==> config.mk <==
export PLATFORM = sky130hd
export DESIGN_NAME = id_ex_operand_stage
export DESIGN_NICKNAME = d
export VERILOG_FILES = /design/src/rtl/rv32_pkg.sv /design/src/rtl/id_ex_operand_stage_imm_gen.sv /design/src/rtl/id_ex_operand_stage.sv
export SDC_FILE = /design/constraint.sdc
export NUM_CORES = 1
export LEC_CHECK = 0
export CAP_MARGIN = 25
export CORE_MARGIN = 4
export CORE_UTILIZATION = 48
export CTS_BUF_LIST = sky130_fd_sc_hd__clkbuf_8
export DETAILED_ROUTE_END_ITERATION = 6
export GPL_ROUTABILITY_DRIVEN = 0
export PLACE_DENSITY = 0.92
export SYNTH_ARGS = -nofsm -noshare
export SYNTH_HDL_FRONTEND = slang
export SYNTH_SLANG_ARGS = --single-unit
==> constraint.sdc <==
create_clock -name CLK -period 3.78 [get_ports CLK]
set_input_delay 0.945 -clock CLK [delete_from_list [all_inputs] [get_ports CLK]]
set_output_delay 0.945 -clock CLK [all_outputs]
set_load 0.1 [all_outputs]
==> src/rtl/rv32_pkg.sv <==
// Shared RV32I definitions: datapath defaults, base opcodes and immediate formats.
package rv32_pkg;

  localparam int XLEN    = 32;
  localparam int RADDR_W = 5;

  localparam logic [6:0] OP_LOAD   = 7'b0000011;
  localparam logic [6:0] OP_STORE  = 7'b0100011;
  localparam logic [6:0] OP_BRANCH = 7'b1100011;
  localparam logic [6:0] OP_JAL    = 7'b1101111;
  localparam logic [6:0] OP_JALR   = 7'b1100111;
  localparam logic [6:0] OP_LUI    = 7'b0110111;
  localparam logic [6:0] OP_AUIPC  = 7'b0010111;
  localparam logic [6:0] OP_OP     = 7'b0110011;
  localparam logic [6:0] OP_OPIMM  = 7'b0010011;

  typedef enum logic [2:0] {
    IMM_NONE,
    IMM_I,
    IMM_S,
    IMM_B,
    IMM_U,
    IMM_J
  } imm_fmt_e;

  // R-type and unrecognised opcodes carry no immediate.
  function automatic imm_fmt_e imm_fmt_of(input logic [6:0] opcode);
    imm_fmt_e fmt;
    case (opcode)
      OP_LOAD, OP_OPIMM, OP_JALR: fmt = IMM_I;
      OP_STORE:                   fmt = IMM_S;
      OP_BRANCH:                  fmt = IMM_B;
      OP_LUI, OP_AUIPC:           fmt = IMM_U;
      OP_JAL:                     fmt = IMM_J;
      default:                    fmt = IMM_NONE;
    endcase
    return fmt;
  endfunction

endpackage

==> src/rtl/id_ex_operand_stage_imm_gen.sv <==
// Combinational immediate generator: extracts and sign-extends the I/S/B/U/J
// immediate selected by the opcode.
module imm_gen #(
  parameter int XLEN = rv32_pkg::XLEN
) (
  input  logic [XLEN-1:0] instr,
  output logic [XLEN-1:0] imm
);
  import rv32_pkg::*;

  // NOTE: every always_comb output gets a default first so no path leaves it
  // unassigned; an unassigned path would infer a latch.
  always_comb begin
    imm = '0;
    case (imm_fmt_of(instr[6:0]))
      IMM_I: imm = {{(XLEN-11){instr[31]}}, instr[30:20]};
      IMM_S: imm = {{(XLEN-11){instr[31]}}, instr[30:25], instr[11:7]};
      IMM_B: imm = {{(XLEN-12){instr[31]}}, instr[7], instr[30:25], instr[11:8], 1'b0};
      IMM_U: imm = {{(XLEN-31){instr[31]}}, instr[30:12], 12'b0};
      IMM_J: imm = {{(XLEN-20){instr[31]}}, instr[19:12], instr[20], instr[30:21], 1'b0};
      default: imm = '0;
    endcase
  end

endmodule

==> src/rtl/id_ex_operand_stage.sv <==
// ID-side operand stage: register-file addressing, WB bypass, x0 forcing,
// load-use bubble insertion and the ID/EX pipeline register.
module id_ex_operand_stage #(
  parameter int XLEN      = rv32_pkg::XLEN,
  parameter int RADDR_W   = rv32_pkg::RADDR_W,
  parameter bit BYPASS_EN = 1'b1
) (
  input  logic               CLK,
  input  logic               RESET_N,
  input  logic               ID_VALID,
  input  logic [XLEN-1:0]    ID_INSTR,
  input  logic [XLEN-1:0]    ID_PC,
  output logic [RADDR_W-1:0] RF_ADDR1,
  output logic [RADDR_W-1:0] RF_ADDR2,
  input  logic [XLEN-1:0]    RF_DATA1,
  input  logic [XLEN-1:0]    RF_DATA2,
  input  logic               WB_WRITE,
  input  logic [RADDR_W-1:0] WB_ADDR,
  input  logic [XLEN-1:0]    WB_DATA,
  input  logic               EX_STALL,
  input  logic               FLUSH,
  output logic               ID_STALL,
  output logic               EX_VALID,
  output logic [XLEN-1:0]    EX_PC,
  output logic [XLEN-1:0]    EX_OP1,
  output logic [XLEN-1:0]    EX_OP2,
  output logic [XLEN-1:0]    EX_IMM,
  output logic [XLEN-1:0]    EX_INSTR,
  output logic [RADDR_W-1:0] EX_RD,
  output logic               EX_MEMREAD,
  output logic               EX_REGWRITE
);
  import rv32_pkg::*;

  logic [6:0]         opcode;
  logic [RADDR_W-1:0] rs1;
  logic [RADDR_W-1:0] rs2;
  logic [RADDR_W-1:0] rd;
  logic [XLEN-1:0]    op1;
  logic [XLEN-1:0]    op2;
  logic [XLEN-1:0]    imm;
  logic               uses_rs1;
  logic               uses_rs2;
  logic               is_load;
  logic               writes_rd;
  logic               load_use;

  assign opcode = ID_INSTR[6:0];
  assign rs1    = ID_INSTR[15 +: RADDR_W];
  assign rs2    = ID_INSTR[20 +: RADDR_W];
  assign rd     = ID_INSTR[7 +: RADDR_W];

  assign RF_ADDR1 = rs1;
  assign RF_ADDR2 = rs2;

  // x0 always reads zero; otherwise a same-cycle writeback wins over the
  // stale register-file value.
  function automatic logic [XLEN-1:0] sel_operand(input logic [RADDR_W-1:0] addr,
                                                  input logic [XLEN-1:0]    rf_data);
    logic [XLEN-1:0] val;
    if (addr == '0)
      val = '0;
    else if (BYPASS_EN && WB_WRITE && (WB_ADDR == addr))
      val = WB_DATA;
    else
      val = rf_data;
    return val;
  endfunction

  assign op1 = sel_operand(rs1, RF_DATA1);
  assign op2 = sel_operand(rs2, RF_DATA2);

  imm_gen #(.XLEN(XLEN)) u_imm_gen (
    .instr (ID_INSTR),
    .imm   (imm)
  );

  always_comb begin
    uses_rs1  = 1'b1;
    uses_rs2  = 1'b0;
    is_load   = 1'b0;
    writes_rd = 1'b0;
    case (opcode)
      OP_LUI, OP_AUIPC: begin
        uses_rs1  = 1'b0;
        writes_rd = 1'b1;
      end
      OP_JAL: begin
        uses_rs1  = 1'b0;
        writes_rd = 1'b1;
      end
      OP_OP: begin
        uses_rs2  = 1'b1;
        writes_rd = 1'b1;
      end
      OP_STORE, OP_BRANCH: uses_rs2 = 1'b1;
      OP_LOAD: begin
        is_load   = 1'b1;
        writes_rd = 1'b1;
      end
      OP_OPIMM, OP_JALR: writes_rd = 1'b1;
      default: ;
    endcase
  end

  // A load in EX whose result the ID instruction needs cannot be forwarded in
  // time; hold ID for one cycle and send a bubble instead.
  assign load_use = ID_VALID && EX_VALID && EX_MEMREAD && (EX_RD != '0)
                    && ((uses_rs1 && (rs1 == EX_RD)) || (uses_rs2 && (rs2 == EX_RD)));

  assign ID_STALL = EX_STALL || (load_use && !FLUSH);

  // NOTE: sequential state is assigned with <= only, so every register samples
  // values from before the edge regardless of statement order.
  always_ff @(posedge CLK or negedge RESET_N) begin
    if (!RESET_N) begin
      EX_VALID    <= 1'b0;
      EX_PC       <= '0;
      EX_OP1      <= '0;
      EX_OP2      <= '0;
      EX_IMM      <= '0;
      EX_INSTR    <= '0;
      EX_RD       <= '0;
      EX_MEMREAD  <= 1'b0;
      EX_REGWRITE <= 1'b0;
    end else if (FLUSH) begin
      EX_VALID    <= 1'b0;
      EX_MEMREAD  <= 1'b0;
      EX_REGWRITE <= 1'b0;
    end else if (EX_STALL) begin
      EX_VALID    <= EX_VALID;
    end else if (load_use) begin
      EX_VALID    <= 1'b0;
      EX_MEMREAD  <= 1'b0;
      EX_REGWRITE <= 1'b0;
    end else begin
      EX_VALID    <= ID_VALID;
      EX_PC       <= ID_PC;
      EX_OP1      <= op1;
      EX_OP2      <= op2;
      EX_IMM      <= imm;
      EX_INSTR    <= ID_INSTR;
      EX_RD       <= rd;
      EX_MEMREAD  <= ID_VALID && is_load;
      EX_REGWRITE <= ID_VALID && writes_rd && (rd != '0);
    end
  end

endmodule

==> results of run 1 <==
-- cells by family after synthesis --
kind of cell    after synthesis  share of synthesized area
mux                         161                      0.220
simple gates                122                     0.0787
xor+xnor                     20                     0.0214
flops                       163                      0.499
buf+inv                      94                     0.0640
compound gates              170                      0.117
-- cell usage in the layout, fill, tap and decap left out, drive strengths merged, types with 2 or more instances in the layout --
cell type and count:
bufinv 6, clkinv 2, a22o 6, clkbuf 19, nor4 5, or4 4
nand3 67, a21oi 76, mux2i 14, xnor2 20, inv 17, clkdlybuf4s50 319
nand2 13, and2 5, mux2 147, nor2 11, nand4 3, a32o 2
a21o 11, buf 71, nor2b 3, and4 2, and3 2, dfrtp 163
o21ai 68
-- stage by stage --
step / hold WS, ns / instance area (um2) / setup WS [ns] / power, W
global route: 0.506 / 12400 / 0.00283 / 0.00693
detailed placement: 0.474 / 12000 / 0.191 / 0.00524
floorplan: 0.649 / 8170 / 0.201 / 0.00433
finish: 0.487 / 12400 / 0.112 / 0.00672
CTS: 0.491 / 12400 / 0.160 / 0.00675
global placement: 0.466 / 12000 / 0.217 / 0.00519
-- area by class of cell --
type	count	share of cell area
inverters	17	0.00514
flip-flops and latches	163	0.328
repair buffers	390	0.318
well taps	220	0.0222
clock buffers	19	0.0210
multi-input cells	473	0.288
clock inverters	9	0.0165
diodes	1	0.000201
-- worst max-delay path by stage --
stage | slack (ns) | cells after the start | from | endpoint
after CTS | 0.16 | 7 | ID_INSTR[3] | ID_STALL
after global routing | 0.003 | 7 | ID_INSTR[3] | ID_STALL
after floorplan | 0.20 | 5 | EX_INSTR[8] | ID_STALL
final | 0.11 | 7 | ID_INSTR[3] | ID_STALL
after global placement | 0.22 | 7 | ID_INSTR[3] | ID_STALL
after detailed placement | 0.19 | 7 | ID_INSTR[3] | ID_STALL
-- critical path, stage by stage --
cell	delay [ns]
clkdlybuf4s50_1	0.56
nor2_1	0.31
nand4_1	0.16
nor4_1	0.28
nor2_1	0.09
o21bai_2	0.18
buf_12	0.19
-- power by group --
group / switching, W / total (W) / internal, W
clock network: 0.000634 / 0.00151 / 0.000876
registers: 0.000139 / 0.00211 / 0.00197
logic: 0.00228 / 0.00310 / 0.000820
-- layer usage --
layer  wire length (um)  share of wire
met5                  0              0
met4               1450          0.052
met3               2500          0.090
met2              13600           0.49
met1              10300           0.37
-- synthesized netlist by cell type (all sizes together), types with 2 or more instances --
master	count	area, um2
nand3	67	335
nor2b	3	18.8
or4	4	30.0
and3	2	12.5
nor2	11	41.3
nand4	3	18.8
and2	5	31.3
a21oi	76	392
a21o	11	82.6
nand2	13	48.8
buf	38	313
dfrtp	163	4080
and4	2	17.5
a32o	2	20.0
xnor2	20	175
nor4	5	31.3
clkbuf	39	146
inv	17	63.8
mux2	147	1660
o21ai	68	340
mux2i	14	140
a22o	6	52.6
-- flip-flops by register name, indices dropped and copies added (netlist names) --
signal	count
EX_MEMREAD	1
EX_PC	32
EX_OP1	32
EX_VALID	1
EX_INSTR	32
EX_IMM	32
EX_REGWRITE	1
EX_OP2	32
==> flow_summary_export.csv, run 1 <==
group,metric,value,unit
floorplan,ios,350,
cts,post-cts-setup-buffers,0,
sta,max_slew_margin,0.289,
yosys,yosys_warnings,0,
cts,hold_buffers,0,
yosys,synth_fp_nets,901,
setup_path,crit_fanout,9,
cells_and_area,final_cells,1292,
sta,max_freq,0.273,GHz
sta,worstMarginPinSlew,1.06,ns
flow_run,cap_violations,0,
power_and_ir_drop,peakVddDrop,0.379,mV
sta,hold_viol_final,0,
grt,grt_start_max_net_pins,73,
setup_path,required,2.83,ns
power_and_ir_drop,power.density,541,mW/mm2
placement,port-buffer-count,349,
sta,final.min_clock_period,3.67,ns
hold_path,hold_depth,1,
yosys,async_flop_share,1.00,
floorplan,start_util,0.491,
sta,setup_viol,0,
grt,grt_use_total,0.288,
hold_path,min_to,"EX_OP2[23]",
cells_and_area,fillCellCount,1115,
setup_path,end_kind,"output pin",
cts,clock_latency,0.45,ns
floorplan,die-height,138,um
route,wl_per_cell,21.6,um
route,postRouteAntennaNets,0,
yosys,synth_edf_count,0,
cts,numCtsBuffers,17,
grt,grt_pass1_vias,7751,
floorplan,dieWidth,138,um
placement,dp_hpwl,20700,um
hold_path,min-delay-start,"EX_OP2[23]",
setup_path,reg2reg_to,"EX_OP2[1]",
cells_and_area,fin_nets,1233,
cells_and_area,fin_util,0.746,
cts,ctsResizeCount,0,
grt,use_met3,0.0894,
sta,slew_viol_final,0,
yosys,synth_seq_area_share,0.499,
cts,path_clk_slew,0.08,ns
yosys,synth.avg_cell_area,11.2,um2
sta,period_share,0.970,
cts,cts_buffer_depth,2,
yosys,ys.flop_type,"dfrtp_1",
route,vias,7330,
cts,cts.sinks,163,
sta,skew,0.0120,ns
floorplan,fp-row-count,47,
floorplan,dieArea,0.0192,mm2
sta,setup_tns,0,ns
setup_path,startpoint_type,"primary input",
yosys,yosys.cell_types.count,42,
cells_and_area,areaGrowthSynthToFinish,52.1,%
route,post-route-drc-count,0,
setup_path,arrival,2.72,ns
sta,rsz0062_at_grt,"no",
yosys,syn_inst,730,
cts,cts_root_buf,"clkbuf_8",
grt,grt_first_pass_wirelength,44200,um
power_and_ir_drop,power.leakage,5.08,nW
cts,cts_tree,"yes",
outcome,status,"finished clean",
grt,grt_busiest_layer,"met2",
route,drtPass1Iterations,5,
cells_and_area,drive_above_1_share,0.188,
grt,antenna_found_initial,2,
setup_path,regToRegSetupSlack,0.99,ns
setup_path,rr_worst_depth,8,
grt,met2_usage,0.486,
grt,overflow,0,
route,first_iter_violations,602,
grt,grtUsageMet1,0.333,
floorplan,core_region_area,0.0166,mm2
route,vias_per_cell,5.67,
yosys,syn-cell-area,0.00817,mm2
setup_path,crit_type,"primary input to output pin",
route,routed_wl,27900,um
hold_path,hold_class,"flop to flop",
cts,htreeDepth,4,
yosys,synth-seq-cells,163,
cells_and_area,multi_input_area,0.00358,mm2
cells_and_area,seq_area,0.00408,mm2
setup_path,timing.rr.start,"EX_INSTR[8]",
placement,dp_cells,1263,
Note: power is estimated with default switching activity, not from simulation.
==> inputs of run 2 (changes only) <==
- CORE_MARGIN: 4 -> default
- CORE_UTILIZATION: 48 -> 33
- PLACE_DENSITY: 0.92 -> 0.68
==> flow_summary_export.csv, run 2 (synthesized netlist as in run 1, its figures left out) <==
group,metric,value,unit
outcome,status,"finished clean",
setup_path,crit_type,"primary input to output pin",
setup_path,startpoint_type,"primary input",
grt,antenna_found_initial,0,
sta,slew_viol_final,0,
cts,path_clk_slew,0.11,ns
route,routed_wl,26800,um
cells_and_area,mostFrequentLayoutCells,"clkdlybuf4s50_1, dfrtp_1, mux2_2",
sta,worstMarginPinSlew,1.02,ns
floorplan,ios,350,
setup_path,critPathSlowestCell,"clkdlybuf4s50_1",
power_and_ir_drop,power.density,532,mW/mm2
floorplan,start_util,0.336,
floorplan,die-height,159,um
floorplan,core_region_area,0.0243,mm2
floorplan,fp-row-count,57,
floorplan,dieArea,0.0254,mm2
grt,grt_first_pass_wirelength,42500,um
sta,whs,0.256,ns
route,vias_per_cell,4.99,
cts,cts_buffer_depth,2,
cts,post-cts-setup-buffers,0,
cells_and_area,n_antenna_cell,0,
route,first_iter_violations,585,
cts,numCtsBuffers,17,
cts,hold_buffers,0,
cells_and_area,layout_commonest_cell,"clkdlybuf4s50_1",
setup_path,path_cells,"clkdlybuf4s50_1 -> nor2_1 -> nand4_1 -> nor4_1 -> nor2_1 -> o21bai_2 -> buf_12",
grt,grt_start_max_net_pins,106,
cts,clock_latency,0.45,ns
cells_and_area,drive_above_1_share,0.194,
sta,max_freq,0.281,GHz
sta,max_slew_margin,0.318,
setup_path,crit_fanout,9,
placement,dp_hpwl,19300,um
cells_and_area,multi_input_area,0.00358,mm2
cts,cts_tree,"yes",
sta,skew,0.0205,ns
route,wl_per_cell,19.1,um
cts,cts_root_buf,"clkbuf_8",
cells_and_area,fin_nets,1235,
hold_path,hold_class,"primary input to async pin",
sta,period_share,0.940,
cells_and_area,fillCellCount,2189,
grt,overflow,0,
sta,hold_viol_final,0,
sta,setup_tns,0,ns
power_and_ir_drop,peakVddDrop,0.254,mV
grt,grt_use_total,0.214,
cts,htreeDepth,4,
sta,final.min_clock_period,3.55,ns
setup_path,required,2.83,ns
setup_path,end_kind,"output pin",
route,drtPass1Iterations,6,
sta,rsz0062_at_grt,"no",
route,vias,6997,
floorplan,dieWidth,159,um
setup_path,cpMostUsedCell,"nor2_1",
power_and_ir_drop,power.leakage,5.08,nW
cts,cts.sinks,163,
sta,setup_viol,0,
setup_path,arrival,2.61,ns
route,postRouteAntennaNets,0,
cts,ctsResizeCount,0,
grt,grt_pass1_vias,7193,
setup_path,max_stage_delay,0.54,ns
cells_and_area,areaGrowthSynthToFinish,52.9,%
route,post-route-drc-count,0,
flow_run,cap_violations,0,
cells_and_area,seq_area,0.00408,mm2
placement,port-buffer-count,349,
==> run 2: changes by cell type in the layout (fill, tap and decap cells not counted) <==
cell and change:
buf_12 -5, buf_4 +9, bufinv_16 -3, clkbuf_8 +2, clkdlybuf4s50_1 -2, clkinv_4 +2
clkinvlp_4 -1, diode_2 -1, inv_6 +2, inv_8 +2
==> run 2: worst paths after layout <==
path / slack, ns / start / to / cells after the start
min in group CLK: 0.49 / EX_IMM[23] / EX_IMM[23] / 1
worst min register to register: 0.49 / EX_IMM[23] / EX_IMM[23] / 1
worst min-delay path: 0.26 / RESET_N / EX_INSTR[3] / 1
worst max register to register: 0.90 / EX_INSTR[8] / EX_OP1[16] / 8
worst max-delay path: 0.23 / ID_INSTR[3] / ID_STALL / 7
max in group asynchronous: 2.58 / RESET_N / EX_OP1[27] / 2
==> run 2: layout make-up <==
class                           instances  share of cell area
Sequential cell                       163               0.327
Timing Repair Buffer                  392               0.313
Multi-Input combinational cell        473               0.287
Tap cell                              324              0.0325
Clock buffer                           21              0.0231
Clock inverter                         11              0.0132
Inverter                               17             0.00511
==> run 2: worst max-delay path, delay by kind of cell <==
family	cells	cell delay [ns]
AND/OR/NAND/NOR	4	0.76
AO/OA/AOI/OAI	1	0.17
buffers and inverters	2	0.73
==> run 2: metal layers <==
metal / vias to the layer above / GRT usage / wire length, um / part of all wire
met5: - / 0 / 0 / 0
met4: 0 / 0.0677 / 544 / 0.020
met3: 34 / 0.0542 / 1920 / 0.071
met2: 293 / 0.350 / 13000 / 0.48
met1: 3415 / 0.278 / 11400 / 0.42
li1: 3255 / - / - / -
==> run 2: power by group <==
group | internal, W | switching (W) | leakage, nW
sequential | 0.00197 | 0.000135 | 1.99
combinational | 0.000812 | 0.00226 | 2.85
clock | 0.000744 | 0.000718 | 0.231
==> run 2: metrics by stage <==
step / util / area [um2] / worst slack [ns] / power, W / std cells
after floorplan: - / 8170 / 0.201 / 0.00433 / 730
after global placement: 0.495 / 12000 / 0.114 / 0.00520 / 1369
after detailed placement: 0.495 / 12000 / 0.0925 / 0.00522 / 1369
after CTS: 0.513 / 12500 / 0.241 / 0.00670 / 1401
after global routing: 0.513 / 12500 / 0.0393 / 0.00688 / 1401
final: 0.513 / 12500 / 0.226 / 0.00664 / 1401
==> inputs of run 3 (changes only) <==
- CTS_BUF_LIST: sky130_fd_sc_hd__clkbuf_8 -> sky130_fd_sc_hd__clkbuf_2 sky130_fd_sc_hd__clkbuf_4 sky130_fd_sc_hd__clkbuf_8
- SLEW_MARGIN: default -> 5
==> results of run 3 <==
Same layout as run 2: the final DEF is identical, and so are final timing and power.
